$ cat src/rtl/pipeline_ctrl.sv
// Pipeline hazard controller: memory-wait, multi-cycle divide, redirect and
// load-use stall/flush generation, plus timeout flag and stall counter.
module pipeline_ctrl #(
    parameter int unsigned DIV_LAT     = 8,
    parameter int unsigned MEM_TIMEOUT = 1024
) (
    input  logic        clock,
    input  logic        reset,
    input  logic [4:0]  id_rs1,
    input  logic [4:0]  id_rs2,
    input  logic        id_use_rs1,
    input  logic        id_use_rs2,
    input  logic [4:0]  ex_rd,
    input  logic        ex_mem_read,
    input  logic        ex_div_valid,
    input  logic        ex_redirect,
    input  logic        dmem_req,
    input  logic        dmem_ready,
    output logic        pc_stall,
    output logic        if_id_stall,
    output logic        id_ex_stall,
    output logic        ex_mem_stall,
    output logic        if_id_flush,
    output logic        id_ex_flush,
    output logic        ex_mem_flush,
    output logic        mem_wb_flush,
    output logic        div_start,
    output logic        div_done,
    output logic        busy,
    output logic        mem_err,
    output logic [31:0] stall_cycles
);

    typedef enum logic {
        RUN = 1'b0,
        DIV = 1'b1
    } state_t;

    localparam logic [7:0]  CNT_INIT = 8'(DIV_LAT - 1);
    localparam logic [15:0] TMO      = 16'(MEM_TIMEOUT);

    state_t      r_state;
    logic [7:0]  r_cnt;
    logic [15:0] r_wcnt;
    logic        r_mem_err;
    logic [31:0] r_stall_cycles;

    logic w_mstall;
    logic w_div_hold;
    logic w_load_use;

    assign w_mstall   = dmem_req & ~dmem_ready;
    assign w_div_hold = ((r_state == RUN) & ex_div_valid) |
                        ((r_state == DIV) & (r_cnt != '0));
    assign w_load_use = ex_mem_read & (ex_rd != '0) &
                        ((id_use_rs1 & (id_rs1 == ex_rd)) |
                         (id_use_rs2 & (id_rs2 == ex_rd)));

    // Outputs are gated by reset so they drop the instant reset asserts.
    always_comb begin
        pc_stall     = 1'b0;
        if_id_stall  = 1'b0;
        id_ex_stall  = 1'b0;
        ex_mem_stall = 1'b0;
        if_id_flush  = 1'b0;
        id_ex_flush  = 1'b0;
        ex_mem_flush = 1'b0;
        mem_wb_flush = 1'b0;
        div_start    = 1'b0;
        div_done     = 1'b0;
        if (!reset) begin
            pc_stall = 1'b0;
        end else if (w_mstall) begin
            pc_stall     = 1'b1;
            if_id_stall  = 1'b1;
            id_ex_stall  = 1'b1;
            ex_mem_stall = 1'b1;
            mem_wb_flush = 1'b1;
        end else if (w_div_hold) begin
            pc_stall     = 1'b1;
            if_id_stall  = 1'b1;
            id_ex_stall  = 1'b1;
            ex_mem_flush = 1'b1;
            div_start    = (r_state == RUN);
        end else begin
            div_done = (r_state == DIV);
            if (ex_redirect) begin
                if_id_flush = 1'b1;
                id_ex_flush = 1'b1;
            end else if (w_load_use) begin
                pc_stall    = 1'b1;
                if_id_stall = 1'b1;
                id_ex_flush = 1'b1;
            end
        end
    end

    assign busy         = (r_state == DIV);
    assign mem_err      = r_mem_err;
    assign stall_cycles = r_stall_cycles;

    always_ff @(posedge clock or negedge reset) begin
        if (!reset) begin
            r_state        <= RUN;
            r_cnt          <= '0;
            r_wcnt         <= '0;
            r_mem_err      <= 1'b0;
            r_stall_cycles <= '0;
        end else begin
            if (w_mstall) begin
                if (r_wcnt != TMO)
                    r_wcnt <= r_wcnt + 16'd1;
                // Flag on the wait cycle that brings wcnt up to the limit.
                if (r_wcnt >= TMO - 16'd1)
                    r_mem_err <= 1'b1;
            end else begin
                r_wcnt <= '0;
            end

            case (r_state)
                RUN: begin
                    if (!w_mstall && ex_div_valid) begin
                        r_state <= DIV;
                        r_cnt   <= CNT_INIT;
                    end
                end
                DIV: begin
                    if (!w_mstall) begin
                        if (r_cnt != '0)
                            r_cnt <= r_cnt - 8'd1;
                        else
                            r_state <= RUN;
                    end
                end
                default: r_state <= RUN;
            endcase

            if (pc_stall && (r_stall_cycles != '1))
                r_stall_cycles <= r_stall_cycles + 32'd1;
        end
    end

endmodule

$ cat config.mk
export PLATFORM = sky130hd
export DESIGN_NAME = pipeline_ctrl
export DESIGN_NICKNAME = d
export VERILOG_FILES = /design/src/rtl/pipeline_ctrl.sv
export SDC_FILE = /design/constraint.sdc
export NUM_CORES = 1
export LEC_CHECK = 0
export CAP_MARGIN = 30
export CORE_ASPECT_RATIO = 0.5
export CORE_MARGIN = 2
export CORE_UTILIZATION = 45
export CTS_BUF_LIST = sky130_fd_sc_hd__clkbuf_2
export DETAILED_ROUTE_END_ITERATION = 8
export PLACE_DENSITY = 0.75
export SLEW_MARGIN = 15
export SYNTH_ARGS = -nofsm -noshare
export SYNTH_HDL_FRONTEND = slang
export SYNTH_SLANG_ARGS = --single-unit
$ cat constraint.sdc
create_clock -name clock -period 2.2 [get_ports clock]
set_clock_uncertainty 0.15 [all_clocks]
set_input_delay 0.22 -clock clock [delete_from_list [all_inputs] [get_ports clock]]
set_output_delay 0.22 -clock clock [all_outputs]
set_load 0.02 [all_outputs]
# Word level (Yosys, flattened, before mapping)
# Index checks and enable logic that the tools add are counted.
classes:
  n_eq_ne: 8
  bitwise: 11
  n_addsub: 3
  magnitude_cmp: 1
  n_reduce_logical: 7
  n_mux: 36
op_table:
  columns: ["cell", "n"]
  rows:
  - ["$add 32x1->32 const B", 1]
  - ["$mux 16", 2]
  - ["$ne 32x32->1 const B", 1]
  - ["$mux 1", 29]
  - ["$mux 8", 3]
  - ["$add 16x1->16 const B", 1]
  - ["$ge 16x10->1 const B", 1]
  - ["$ne 16x11->1 const B", 1]
  - ["$pmux 8 s2", 1]
  - ["$eq 5x5->1", 2]
  - ["$reduce_bool 8->1", 1]
  - ["$sub 8x1->8 const B", 1]
  - ["$and 1x1->1", 7]
  - ["$ne 2x1->1 const B", 3]
  - ["$reduce_bool 5->1", 1]
  - ["$reduce_and 3->1", 1]
  - ["$logic_and 1x1->1", 2]
  - ["$ne 2x2->1 const B", 1]
  - ["$not 1->1", 2]
  - ["$or 1x1->1", 2]
  - ["$pmux 1 s2", 1]
  - ["$reduce_and 2->1", 1]
  - ["$logic_not 1->1", 1]
totals:
  register_bits: 58
  output_inout_bits: 44
  word_cells: 71
  input_bits: 24

# Longest topological paths before layout
depth:
  word_depth: 10
  ltp_mapped: 9
  depth_no_buf: 8

# Worst setup path before layout
# OpenSTA, ideal clock, no wires.
synth_path:
  path_kind: "reg2reg"
  from: "reg r_stall_cycles[0], in the netlist stall_cycles[0]"
  to: "reg r_stall_cycles[1], in the netlist stall_cycles[1]"
  setup_time_ps: 128
  t_required_ps: 1922
  path_stages_with_launch: 7
  n_path_buf: 0
  path_slack_ps: -130
  arrival_ps: 2053
  period_less_slack_ps: 2330
  path_cell_list: "dfrtp_1 ha_1 and3_1 nand3_2 or4_4 nand2_4 mux2_1"
synth_between:
  elab_chain_len: 2
  elab_cells_between_ends: 3
  classes_between: "add/sub (1); eq/ne (1); reduce/logical (1)"
synth_lines:
  columns: ["element", "line", "source"]
  rows:
  - ["from (decl)", "46", "logic [31:0] r_stall_cycles;"]
  - ["from (signal assigned)", "139", "r_stall_cycles <= r_stall_cycles + 32'd1;"]
  - ["parallel branches: the longest is 2 deep, another holds $add 32x1->32", null, null]
# Several ways; the timed one is not identified.
# A chain may end at the register's enable or synchronous reset.

# Final worst setup path
layout_path:
  from: "reg r_cnt[0]"
  to: "reg r_stall_cycles[13], in the netlist stall_cycles[13]"
layout_between:
  elab_chain_len: 7
layout_lines:
  columns: ["element", "line", "source"]
  rows:
  - ["from (decl)", "43", "logic [7:0] r_cnt;"]
  - ["from (signal assigned)", "130", "r_cnt <= r_cnt - 8'd1;"]
  - ["$reduce_bool 8->1", "54", "((r_state == DIV) & (r_cnt != '0));"]
  - ["$and 1x1->1", "54", null]
  - ["$or 1x1->1", "53", "assign w_div_hold = ((r_state == RUN) & ex_div_valid) |"]
  - ["$mux 1", "79", "end else if (w_div_hold) begin"]
  - ["$mux 1", "73", "end else if (w_mstall) begin"]
  - ["$mux 1", "71", "if (!reset) begin"]
  - ["$logic_and 1x1->1", "138", "if (pc_stall && (r_stall_cycles != '1))"]
# No other way between the ends.

==> out/results.tsv <==
stage	metric	value	unit
timing	clock.fmax	409	MHz
floorplan	fp.dieH	64.4	um
power_and_ir_drop	power.total	3310	uW
worst_setup_path	startpoint_type	flop	
timing	finalHoldViolations	0	
clock_tree	cts_tree	yes	
status	violations	negative setup slack	
timing	period_share	111	%
placement	dpl.hpwl	5880	um
route	first_iter_violations	183	
grt	antenna_found_initial	0	
logic_synthesis	yosysWarnings	0	
floorplan	io_pins	68	
route	wl	8350	um
worst_setup_path	path_class	flop to flop	
clock_tree	numClockSinks	58	
grt	grt_pass1_wl	13900	um
placement	port_buffers	67	
power_and_ir_drop	p_leak	0.00201	uW
clock_tree	h-tree-depth	3	
worst_setup_path	cp_slowest_cell	or4b_4	
route	dr.pass1.iters	4	
timing	slew_viol_final	0	
cells_and_area	drive_above_1_share	28.2	%
logic_synthesis	synth.distinct_cells	53	
power_and_ir_drop	ir_worst_vdd	0.545	mV
worst_setup_path	cp.arrival	2720	ps
worst_setup_path	cp_max_fo	11	
cells_and_area	instances_no_fill	536	
route	drc	0	
logic_synthesis	synth_most_common_cell	dfrtp_1	
cells_and_area	area.growth.synth_to_final	42.0	%
worst_setup_path	end_kind	flop	
route	antenna_left	0	
timing	grt_setup_unrepaired	yes	
logic_synthesis	ys_ff_latch	58	
floorplan	die_x	125	um
floorplan	std_cell_rows	21	
floorplan	start_util	47.8	%
timing	tightest_slew	624	ps
timing	setup_slack	-243	ps
flow_run	cap_viol_max_count	0	
logic_synthesis	synth_edf_count	0	
grt	grt_max_degree	50	
logic_synthesis	synth.net_count	346	
route	via_per_inst	5.28	
floorplan	core	6860	um2
logic_synthesis	synth_ff_type	dfrtp_1	
logic_synthesis	syn_inst	317	
logic_synthesis	yosys-top-cells-count	dfrtp_1 (58), xnor2_1 (44), nor2_1 (30)	
logic_synthesis	synth_top_area_share	44.2	%
timing	tns	-1950	ps
worst_setup_path	critPathMaxStageDelay	480	ps
logic_synthesis	yosys.area.top_type	dfrtp_1	
clock_tree	cts-root-buf	clkbuf_2	
placement	gp_congestion	0.911	
timing	slew_headroom	58.4	%
logic_synthesis	yosysSeqAreaShare	44.2	%
timing	fin_crit	2440	ps
worst_hold_path	hp-class	input port to asynchronous set/reset pin	
grt	grt_use_total	22.2	%
route	via_count	2829	
clock_tree	clk_latency	510	ps
placement	place_inst	512	
logic_synthesis	netlist_area	3280	um2
power_and_ir_drop	powerDensity	710	nW/um2
grt	grt_pass1_vias	2926	
grt	overflow	0	
logic_synthesis	async_flop_share	100	%
route	wl_per_cell	15.6	um
clock_tree	clkTransAtPathRegs	150	ps
logic_synthesis	synth_area_leaders	dfrtp_1 (44%), xnor2_1 (12%), xor2_1 (3.7%), nand3_1 (3.5%), nor2_1 (3.4%)	
status	status	complete, but fails checks	
cells_and_area	antenna_cells	0	
clock_tree	numCtsBuffers	9	
cells_and_area	nNetsFinal	470	
floorplan	die_area	8030	um2
clock_tree	ctsLongestPathBuffers	2	
timing	whs	132	ps
timing	setup_violations	21	
worst_setup_path	path_cells	inv_2 > ha_4 > and4bb_2 > a21oi_2 > o21a_2 > a21o_4 > buf_4 > buf_6 > or4b_4 > xnor2_2	
logic_synthesis	synth_area_per_cell	10.3	um2
worst_setup_path	critPathRequiredTime	2470	ps
sequential cells by signal, summed over array words and instances, names as in the netlist:
name,flops
r_wcnt,16
busy,1
r_cnt,8
mem_err,1
stall_cycles,32
worst paths after layout:
path	startpoint	cells past startpoint	end	slack (ps)
max	r_cnt[0]	10	stall_cycles[13]	-240
min	reset	3	r_cnt[0]	130
max reg2reg	r_cnt[0]	10	stall_cycles[13]	-240
min reg2reg	mem_err	1	mem_err	330
max in group asynchronous	reset	3	stall_cycles[0]	1110
min in group clock	mem_err	1	mem_err	330
logic make-up after synthesis:
group           share of synthesized area, %
compound gates                          4.12
xor+xnor                                15.5
fa+ha+maj                               1.91
buf+inv                                 3.20
flops                                   44.2
mux                                    0.343
simple gates                            30.7
repair_timing:
action	CTS	global route
gates resized for setup	56	18
setup endpoints to repair	15	45
pin swaps	10	11
gates cloned	1	0
endpoints found under the hold margin	58	0
buffers inserted	5	4
hold buffers	1	0
metal layers:
metal | part of all wire (%) | up-vias | track usage (%)
li1 | - | 1358 | -
met1 | 42 | 1403 | 24.1
met3 | 3.6 | 18 | 7.87
met4 | 2.3 | 0 | 8.29
met5 | 0 | - | 0
met2 | 52 | 50 | 40.3
cells in the final DEF (no fill, tap or decap), drive strengths merged, types with 2 or more instances in the layout:
cell type      netlist  routed
a21o                 3       3
a21oi                7       7
and2                 9       9
and3                12      12
and4                 7       7
buf                  8      60
clkbuf               1      13
clkdlybuf4s50        0      56
dfrtp               58      58
dlygate4sd2          0       3
ha                   5       5
inv                  7       7
nand2               23      23
nand2b               2       2
nand3               28      28
nand3b               4       4
nand4               14      14
nand4b               2       2
nor2                31      31
nor3                 9       9
nor3b                2       2
nor4                 4       4
nor4b                4       4
o21a                 2       2
o21ai                4       4
or4                  3       3
xnor2               44      44
xor2                14      14
critical path: cells and delay by family, from the launching register on:
| kind | cells | cell delay, ps |
|---|---|---|
| AND/OR/NAND/NOR | 2 | 730 |
| XOR/XNOR | 1 | 140 |
| buffers and inverters | 3 | 350 |
| adder cells (fa/ha/maj) | 1 | 150 |
| flip-flops | 1 | 390 |
| AO/OA/AOI/OAI | 3 | 440 |
where the power goes:
| group | internal, uW | switching (uW) | total (uW) |
|---|---|---|---|
| Combinational | 760 | 651 | 1410 |
| Clock | 153 | 375 | 528 |
| Sequential | 1210 | 153 | 1370 |
metrics by stage:
step	instance area [um2]	utilization (%)	setup slack (ps)
after global routing	4660	67.9	-327
after floorplan	3290	-	-7.11
after detailed placement	4330	63.1	-541
final	4660	67.9	-243
after CTS	4540	66.2	-279
after global placement	4330	63.1	-409
layout make-up:
type                    instances  area (um2)
fillers                       524        2200
multi-input cells             243        1860
flip-flops and latches         58        1450
repair buffers                122        1130
well taps                      92         115
clock buffers                  13        65.1
inverters                       7        26.3
clock inverters                 1        3.75
Note: power is estimated with default switching activity, not from simulation.
